[src/rtl/mem_stage.sv]
// mem_stage -- memory-access stage of the 5-stage MIPS pipeline.
//
// Sits between the ex_mem and mem_wb pipeline registers. Non-memory results
// pass straight through. Loads and stores are carried out over a req/ack
// data bus with big-endian byte-lane alignment, sign/zero extension of load
// data, misalignment detection and a bus timeout. While a bus transaction
// is pending, stallreq is raised so the pipeline controller freezes ex_mem
// and everything upstream of it.
//
// Ports:
//   clk, rst          rising-edge clock, synchronous active-high reset
//   ex_wd/ex_wreg/ex_wdata   destination, write enable, ALU result from ex_mem
//   ex_mem_op         memory op (1 LB, 2 LBU, 3 LH, 4 LHU, 5 LW, 8 SB,
//                     9 SH, 10 SW, anything else = none)
//   ex_mem_addr       effective byte address
//   ex_reg2           store data (rt)
//   mem_wd/mem_wreg/mem_wdata  results towards mem_wb
//   stallreq          stall request to the pipeline controller
//   bus_req/bus_we/bus_addr/bus_sel/bus_wdata  registered bus request side
//   bus_rdata/bus_ack read data and transfer-complete from the bus
//   align_err         one-cycle pulse after a misaligned access
//   bus_err           one-cycle pulse after a bus timeout
module mem_stage #(
  parameter int TIMEOUT = 16
) (
  input  logic        clk,
  input  logic        rst,
  input  logic [4:0]  ex_wd,
  input  logic        ex_wreg,
  input  logic [31:0] ex_wdata,
  input  logic [3:0]  ex_mem_op,
  input  logic [31:0] ex_mem_addr,
  input  logic [31:0] ex_reg2,
  output logic [4:0]  mem_wd,
  output logic        mem_wreg,
  output logic [31:0] mem_wdata,
  output logic        stallreq,
  output logic        bus_req,
  output logic        bus_we,
  output logic [31:0] bus_addr,
  output logic [3:0]  bus_sel,
  output logic [31:0] bus_wdata,
  input  logic [31:0] bus_rdata,
  input  logic        bus_ack,
  output logic        align_err,
  output logic        bus_err
);

  localparam logic [3:0] OP_LB  = 4'd1;
  localparam logic [3:0] OP_LBU = 4'd2;
  localparam logic [3:0] OP_LH  = 4'd3;
  localparam logic [3:0] OP_LHU = 4'd4;
  localparam logic [3:0] OP_LW  = 4'd5;
  localparam logic [3:0] OP_SB  = 4'd8;
  localparam logic [3:0] OP_SH  = 4'd9;
  localparam logic [3:0] OP_SW  = 4'd10;

  // Counter only has to reach TIMEOUT-1; keep at least one bit for TIMEOUT=1.
  localparam int CW = (TIMEOUT < 2) ? 1 : $clog2(TIMEOUT);
  localparam logic [CW-1:0] CNT_LAST = CW'(TIMEOUT - 1);

  typedef enum logic [1:0] {
    IDLE = 2'd0,
    REQ  = 2'd1,
    DONE = 2'd2
  } state_t;

  state_t state, state_next;

  logic [CW-1:0] cnt;
  logic [31:0]   load_data;
  logic          abort;
  logic [3:0]    op_q;
  logic [1:0]    addr_lo_q;

  logic          is_load;
  logic          is_store;
  logic          is_byte;
  logic          is_half;
  logic          misaligned;
  logic          mem_go;
  logic [3:0]    sel_next;
  logic [31:0]   wdata_next;
  logic          op_q_is_load;
  logic          req_last;

  // Selects the addressed byte/halfword (big-endian lanes) and extends it.
  function automatic logic [31:0] extract_load(input logic [3:0]  op,
                                               input logic [1:0]  lo,
                                               input logic [31:0] rd);
    logic [7:0]  b;
    logic [15:0] h;
    logic [31:0] r;
    case (lo)
      2'b00:   b = rd[31:24];
      2'b01:   b = rd[23:16];
      2'b10:   b = rd[15:8];
      default: b = rd[7:0];
    endcase
    h = lo[1] ? rd[15:0] : rd[31:16];
    case (op)
      OP_LB:   r = {{24{b[7]}}, b};
      OP_LBU:  r = {24'd0, b};
      OP_LH:   r = {{16{h[15]}}, h};
      OP_LHU:  r = {16'd0, h};
      default: r = rd;
    endcase
    return r;
  endfunction

  // Decode of the incoming op: access size, lane enables, store data and
  // alignment. misaligned is only ever set for real memory ops.
  always_comb begin
    is_load    = 1'b0;
    is_store   = 1'b0;
    is_byte    = 1'b0;
    is_half    = 1'b0;
    case (ex_mem_op)
      OP_LB, OP_LBU: begin is_load  = 1'b1; is_byte = 1'b1; end
      OP_LH, OP_LHU: begin is_load  = 1'b1; is_half = 1'b1; end
      OP_LW:         begin is_load  = 1'b1; end
      OP_SB:         begin is_store = 1'b1; is_byte = 1'b1; end
      OP_SH:         begin is_store = 1'b1; is_half = 1'b1; end
      OP_SW:         begin is_store = 1'b1; end
      default:       begin end
    endcase

    if (is_byte) begin
      sel_next = 4'b1000 >> ex_mem_addr[1:0];
    end else if (is_half) begin
      sel_next = ex_mem_addr[1] ? 4'b0011 : 4'b1100;
    end else begin
      sel_next = 4'b1111;
    end

    if (!is_store) begin
      wdata_next = 32'd0;
    end else if (is_byte) begin
      wdata_next = {4{ex_reg2[7:0]}};
    end else if (is_half) begin
      wdata_next = {2{ex_reg2[15:0]}};
    end else begin
      wdata_next = ex_reg2;
    end

    if (!(is_load || is_store)) begin
      misaligned = 1'b0;
    end else if (is_half) begin
      misaligned = ex_mem_addr[0];
    end else if (!is_byte) begin
      misaligned = (ex_mem_addr[1:0] != 2'b00);
    end else begin
      misaligned = 1'b0;
    end

    mem_go = (is_load || is_store) && !misaligned;
  end

  assign op_q_is_load = (op_q == OP_LB) || (op_q == OP_LBU) || (op_q == OP_LH) ||
                        (op_q == OP_LHU) || (op_q == OP_LW);
  assign req_last     = (cnt == CNT_LAST);

  always_ff @(posedge clk) begin
    if (rst) begin
      state <= IDLE;
    end else begin
      state <= state_next;
    end
  end

  always_comb begin
    state_next = state;
    case (state)
      IDLE:    if (mem_go) state_next = REQ;
      REQ:     if (bus_ack || req_last) state_next = DONE;
      DONE:    state_next = IDLE;
      default: state_next = IDLE;
    endcase
  end

  // Writeback-side outputs. The IDLE cycle of an aligned access is already
  // a stall with a bubble; DONE releases the stall and hands over the load.
  always_comb begin
    mem_wd    = ex_wd;
    mem_wreg  = ex_wreg;
    mem_wdata = ex_wdata;
    stallreq  = 1'b0;
    case (state)
      IDLE: begin
        if (misaligned) mem_wreg = 1'b0;
        if (mem_go) begin
          stallreq = 1'b1;
          mem_wreg = 1'b0;
        end
      end
      REQ: begin
        stallreq = 1'b1;
        mem_wreg = 1'b0;
      end
      DONE: begin
        if (op_q_is_load) begin
          mem_wreg  = ex_wreg & ~abort;
          mem_wdata = load_data;
        end else begin
          mem_wreg  = 1'b0;
        end
      end
      default: begin
        mem_wreg = 1'b0;
      end
    endcase
    if (rst) begin
      mem_wd    = 5'd0;
      mem_wreg  = 1'b0;
      mem_wdata = 32'd0;
      stallreq  = 1'b0;
    end
  end

  // Bus request registers, timeout counter and load capture. The error
  // pulses default low so they last exactly one cycle.
  always_ff @(posedge clk) begin
    if (rst) begin
      cnt       <= '0;
      load_data <= 32'd0;
      abort     <= 1'b0;
      op_q      <= 4'd0;
      addr_lo_q <= 2'b00;
      bus_req   <= 1'b0;
      bus_we    <= 1'b0;
      bus_addr  <= 32'd0;
      bus_sel   <= 4'd0;
      bus_wdata <= 32'd0;
      align_err <= 1'b0;
      bus_err   <= 1'b0;
    end else begin
      align_err <= 1'b0;
      bus_err   <= 1'b0;
      case (state)
        IDLE: begin
          if (mem_go) begin
            bus_req   <= 1'b1;
            bus_we    <= is_store;
            bus_addr  <= {ex_mem_addr[31:2], 2'b00};
            bus_sel   <= sel_next;
            bus_wdata <= wdata_next;
            cnt       <= '0;
            abort     <= 1'b0;
            op_q      <= ex_mem_op;
            addr_lo_q <= ex_mem_addr[1:0];
          end else if (misaligned) begin
            align_err <= 1'b1;
          end
        end
        REQ: begin
          if (bus_ack) begin
            load_data <= extract_load(op_q, addr_lo_q, bus_rdata);
            bus_req   <= 1'b0;
          end else if (req_last) begin
            load_data <= 32'd0;
            abort     <= 1'b1;
            bus_req   <= 1'b0;
            bus_err   <= 1'b1;
          end else begin
            cnt <= cnt + CW'(1);
          end
        end
        DONE: begin
          abort <= 1'b0;
        end
        default: begin end
      endcase
    end
  end

endmodule

[config.mk]
export PLATFORM = sky130hd
export DESIGN_NAME = mem_stage
export DESIGN_NICKNAME = d
export VERILOG_FILES = /design/src/rtl/mem_stage.sv
export SDC_FILE = /design/constraint.sdc
export NUM_CORES = 1
export LEC_CHECK = 0
export BUFFER_PORTS_ARGS = -buffer_cell sky130_fd_sc_hd__buf_4
export CORE_MARGIN = 2
export CORE_UTILIZATION = 44
export DETAILED_ROUTE_END_ITERATION = 10
export GPL_ROUTABILITY_DRIVEN = 0
export MAX_ROUTING_LAYER = met4
export PLACE_DENSITY = 0.77
export SETUP_SLACK_MARGIN = 0.05
export SLEW_MARGIN = 20
export SYNTH_ARGS = -nofsm -noshare
export SYNTH_HDL_FRONTEND = slang
export SYNTH_SLANG_ARGS = --single-unit
[constraint.sdc]
create_clock -name clk -period 1.8 [get_ports clk]
set_clock_uncertainty 0.05 [all_clocks]
set_input_delay 0.18 -clock clk [delete_from_list [all_inputs] [get_ports clk]]
set_output_delay 0.18 -clock clk [all_outputs]
set_load 0.02 [all_outputs]
Yosys cells after proc, flatten, opt, wreduce, memory -nomap -nowiden
Index checks and enable logic that the tools add are counted.
{ "word_totals": {"ff_bits": 115, "in_bits": 141} }
{ "classes": {"n_addsub": 1, "muxes": 47, "bitwise": 4, "shifts": 1, "n_reduce_logical": 26, "n_eq_ne": 24} }
{ "ops": {"columns": ["operator", "count"], "rows": [
  ["32-bit 2-to-1 mux", 8],
  ["32-bit case mux with 4 select lines", 1],
  ["4-bit 2-to-1 mux", 6],
  ["8-bit case mux with 3 select lines", 1],
  ["1-bit 2-to-1 mux", 21],
  ["4-bit by 2-bit == test with 1-bit output, second input constant", 4],
  ["4-bit by 3-bit == test with 1-bit output, second input constant", 4],
  ["4-bit == test, second input constant", 4],
  ["16-bit 2-to-1 mux", 1],
  ["3-bit OR reduction", 5],
  ["2-bit inequality test, second input constant", 5],
  ["4-bit by 1-bit == test with 1-bit output, second input constant", 2],
  ["4-bit case mux with 2 select lines", 1],
  ["4-bit AND reduction", 2],
  ["1-bit logical OR", 6],
  ["1-bit case mux with 2 select lines", 3],
  ["2-bit AND reduction", 3],
  ["2-bit nonzero test", 3],
  ["5-bit 2-to-1 mux", 1],
  ["5-bit OR reduction", 1],
  ["4-bit by 1-bit adder with 4-bit output, second input constant", 1],
  ["2-bit by 1-bit == test with 1-bit output, second input constant", 2],
  ["2-bit == test, second input constant", 2],
  ["2-bit zero test", 2],
  ["other kinds (11)", 14]
]} }

Depth between registers and ports, before layout
{ "logic_depth": {"word_depth": 11, "ltp_mapped": 8} }

Worst setup path after synthesis
OpenSTA, ideal clock, no wires.
{ "synth_path": {"kind": "register -> output", "from": "reg op_q[1]", "to": "out mem_wdata[10]", "arrival_time_ns": 1.815, "path_stages_with_launch": 8, "slack_ns": -0.245, "required_ns": 1.570, "n_path_buf": 3, "path_cell_list": "dfxtp_1 clkbuf_1 or3_1 and3_1 clkbuf_1 clkbuf_1 nand2_1 a21oi_1"} }
{ "synth_via": {"elab_chain_len": 8, "word_cells_on_any_way": 12, "classes_between": "eq/ne (5); mux (3); reduce/logical (4)"} }
{ "synth_rtl": {"columns": ["element", "line_no", "text"], "rows": [
  ["start, declared", "73", "logic [3:0] op_q;"],
  ["start signal, assigned", "249", "op_q <= ex_mem_op;"],
  ["4-bit by 1-bit == test with 1-bit output / 4-bit by 2-bit == test with 1-bit output (equally long branches)", "159", "assign op_q_is_load = (op_q == OP_LB) || (op_q == OP_LBU) || (op_q == OP_LH) ||"],
  ["1-bit logical OR (3 in a row)", "159", null],
  ["1-bit logical OR (*)", "160", "(op_q == OP_LHU) || (op_q == OP_LW);"],
  ["32-bit 2-to-1 mux (*)", "201", "if (op_q_is_load) begin"],
  ["32-bit 2-to-1 mux (*)", "188", "case (state)"],
  ["32-bit 2-to-1 mux (*)", "212", "if (rst) begin"],
  ["end, declared", "36", "output logic [31:0] mem_wdata,"]
]} }
Every way passes the cells marked *; elsewhere a longest branch is shown, timed or not.

Final worst setup path
{ "layout_path": {"from": "reg op_q[0]", "to": "out mem_wdata[18]"} }
Same word-level chain as after synthesis.

==> results.json <==
{
  "yosysWarnings": 0,
  "period_share_pct": 117,
  "leakage_nw": 4.43,
  "postSynthAreaPerCell_sq_um": 8.08,
  "insertion_delay_ps": 420,
  "rsz0062_at_grt": "true",
  "yosysUniqueCellTypes": 65,
  "synth.top_cell.area_share_pct": 36.9,
  "yosysTopAreaCell": "dfxtp_1",
  "grt_max_degree": 66,
  "ys_seq_area_share_pct": 36.9,
  "holdCritStartpoint": "bus_rdata[4]",
  "drive_gt1_share_pct": 41.8,
  "cp-end-kind": "output pin",
  "path_buf_inv": 2,
  "syn_inst": 772,
  "synth_top_flop_cell": "dfxtp_1",
  "overflow": 0,
  "drv_cap": 0,
  "setup_viol": 33,
  "final_util_pct": 74.5,
  "antenna_found_initial": 0,
  "slew_viol_final": 0,
  "routed_wl_um": 23100,
  "max_freq_mhz": 473,
  "hold_viol": 0,
  "status": "complete, but fails checks",
  "grt_pass1_wl_um": 33600,
  "critical-path-top-delay-family": "simple AND/OR/NAND/NOR gates",
  "ys_ff_latch": 115,
  "worst_hold_path_type": "in -> reg",
  "grt_pass1_vias": 6772,
  "yosys-top-cells-area": "dfxtp_1 37%, nand2_1 11%, mux2i_1 8.5%, o21ai_0 6.1%, a21oi_1 3.4%",
  "crit_start": "op_q[0]",
  "critPathRequiredTime_ps": 1570,
  "clk_path_buf_depth": 2,
  "grt_usage_pct": 29.2,
  "fp.dieH_um": 123,
  "fp.coreArea_sq_mm": 0.0139,
  "slew-limit-headroom_pct": 63.1,
  "clkTransAtPathRegs_ps": 50,
  "io_buffers": 249,
  "drtPass1Iterations": 8,
  "syn2layout_area_growth_pct": 65.8,
  "critPathSlowestCell": "or3_4",
  "peakVddDrop_mv": 0.627,
  "io_pins": 252,
  "dieArea_sq_mm": 0.0151,
  "die_width_um": 123,
  "critPathLaunchType": "register",
  "setup_slack_ps": -314,
  "cp.arrival_ps": 1880,
  "num_vias": 7209,
  "ant_nets": 0,
  "r2r_start": "op_q[1]",
  "cts-htree-levels": 4,
  "synth-async-reset-ratio_pct": 0,
  "worstPathMaxFanout": 16,
  "violations": "setup timing",
  "wl_per_cell_um": 18.0,
  "cts_buffers": 17,
  "total_power_mw": 8.18,
  "crit_chain": "or3_4 > nand3_4 > buf_16 > nand2_1 > a21oi_2 > buf_6",
  "min_period_ps": 2110,
  "clock_sinks": 115,
  "route.detailed.drc": 0,
  "initial_utilization_pct": 45.0,
  "hpwl_um": 14500,
  "drt-initial-drc-count": 468,
  "vias_per_cell": 5.63,
  "synth_edf_count": 0,
  "final_nets": 1229,
  "rows": 43,
  "synth_area_sq_mm": 0.00624,
  "cellPowerDensity_mw_per_mm2": 791,
  "tightestPinTransition_ps": 551,
  "clockRootBuffer": "clkbuf_16",
  "cts_tree": "done",
  "antenna_cells": 0,
  "critPathMaxStageDelay_ps": 410,
  "path_class": "reg -> out"
}
## cells in the final DEF (no fill, tap or decap), drive strengths merged, types with 5 or more instances in the layout
cell type    instances
nor2b               19
a211oi               6
nand2              175
mux2i               53
a22o                 8
a21oi               42
o221a               11
mux2                 8
dlygate4sd3         51
clkinvlp             7
or3b                 7
o2111ai             13
and3                10
buf                312
a221oi               8
o21ai               81
nand3                5
clkbuf              22
o21bai               8
dfxtp              115
a21o                 5
o2bb2ai             18
and2b                5
o32ai                7
o21a                 6
inv                 21
nor2                19
## per-stage QoR
step / setup slack (ps) / hold WS, ps / setup TNS [ps] / instance area [sq um] / std cells
2_1_floorplan: -47.8 / 255 / -1470 / 6610 / 773
3_3_place_gp: -32.8 / 380 / -371 / 8860 / 1186
3_5_place_dp: -93.9 / 381 / -2270 / 8860 / 1186
4_1_cts: -305 / 6.37 / -9060 / 10100 / 1271
5_1_grt: -387 / 24.4 / -11300 / 10300 / 1280
6_report: -314 / 15.0 / -9000 / 10300 / 1280
## path summary, 6_finish.rpt
| path | end | slack [ps] | cells after the start |
|---|---|---|---|
| max | mem_wdata[18] | -310 | 6 |
| min reg2reg | bus_we | 400 | 1 |
| max reg2reg | load_data[18] | 50 | 6 |
| min | load_data[4] | 20 | 3 |
## power by group
part	leakage, nW	switching [mW]	internal [mW]
Clock	0.262	1.24	2.00
Sequential	0.937	0.0994	2.70
Combinational	3.23	1.09	1.06
## kinds of logic (layout without fill, tap and decap cells)
family | after synthesis | count (layout) | share of synthesized area, %
simple gates | 265 | 265 | 19.7
compound gates | 235 | 235 | 25.6
flops | 115 | 115 | 36.9
buf+inv | 90 | 417 | 6.76
mux | 62 | 62 | 10.3
fa+ha+maj | 2 | 2 | 0.361
xor+xnor | 2 | 2 | 0.281
other cells | 1 | 2 | 0.0601
## what timing repair did
item	4_1_cts	5_1_grt
hold buffers	51	0
setup buffers	1	6
resized for setup	42	37
cloned	1	3
endpoints found under the hold margin	51	0
setup endpoints to repair	42	91
pin swaps	2	5
## per-layer routing
layer,global-route usage (%),vias up,part of all wire (%),wire length (um)
li1,-,3385,-,-
met5,-,-,0,0
met1,33.1,3422,39,8900
met4,12.1,0,3.1,719
met3,6.46,65,7.3,1670
met2,49.7,337,51,11800
## registers in the layout, summed over array words and instances (netlist names)
register / flops
state: 2
bus_we: 1
bus_sel: 4
abort: 1
bus_wdata: 32
load_data: 32
align_err: 1
bus_addr: 30
op_q: 4
addr_lo_q: 2
cnt: 4
bus_req: 1
bus_err: 1
## synthesized netlist by cell type, types with 2 or more instances
master,instances
nor3_1,2
nor2b_1,19
buf_2,10
dfxtp_1,115
xor2_1,2
o21bai_1,8
o32ai_1,7
o22ai_1,3
a31oi_1,3
nor4_1,2
o2111ai_1,12
buf_4,4
a32oi_1,2
nand3_1,5
and4_1,2
and3_1,10
o211a_1,2
inv_1,20
buf_6,3
and2b_1,5
buf_8,3
or2_2,3
a22o_1,8
a211oi_1,6
nor2_1,19
nor4b_1,2
a221oi_1,8
a21o_1,4
o21ai_1,5
o2bb2ai_1,18
clkbuf_1,50
nand2_1,175
and2_1,2
nor3b_1,2
o21a_1,6
o211ai_1,3
or3_1,3
a21oi_1,42
mux2_2,8
or3b_2,7
o221a_2,11
o21ai_0,76
mux2i_1,53
## tightest hold or removal path, stage by stage
cell	delay [ps]
buf_4	80
o21ai_0	70
o21ai_1	110
## area by class of cell
class | count | area (sq um)
clock inverters | 12 | 106
inverters | 20 | 75.1
fillers | 995 | 3530
flip-flops and latches | 115 | 2310
multi-input cells | 568 | 3990
repair buffers | 365 | 3170
well taps | 180 | 225
clock buffers | 20 | 467
No activity file was read; power rests on OpenSTA's default activity.
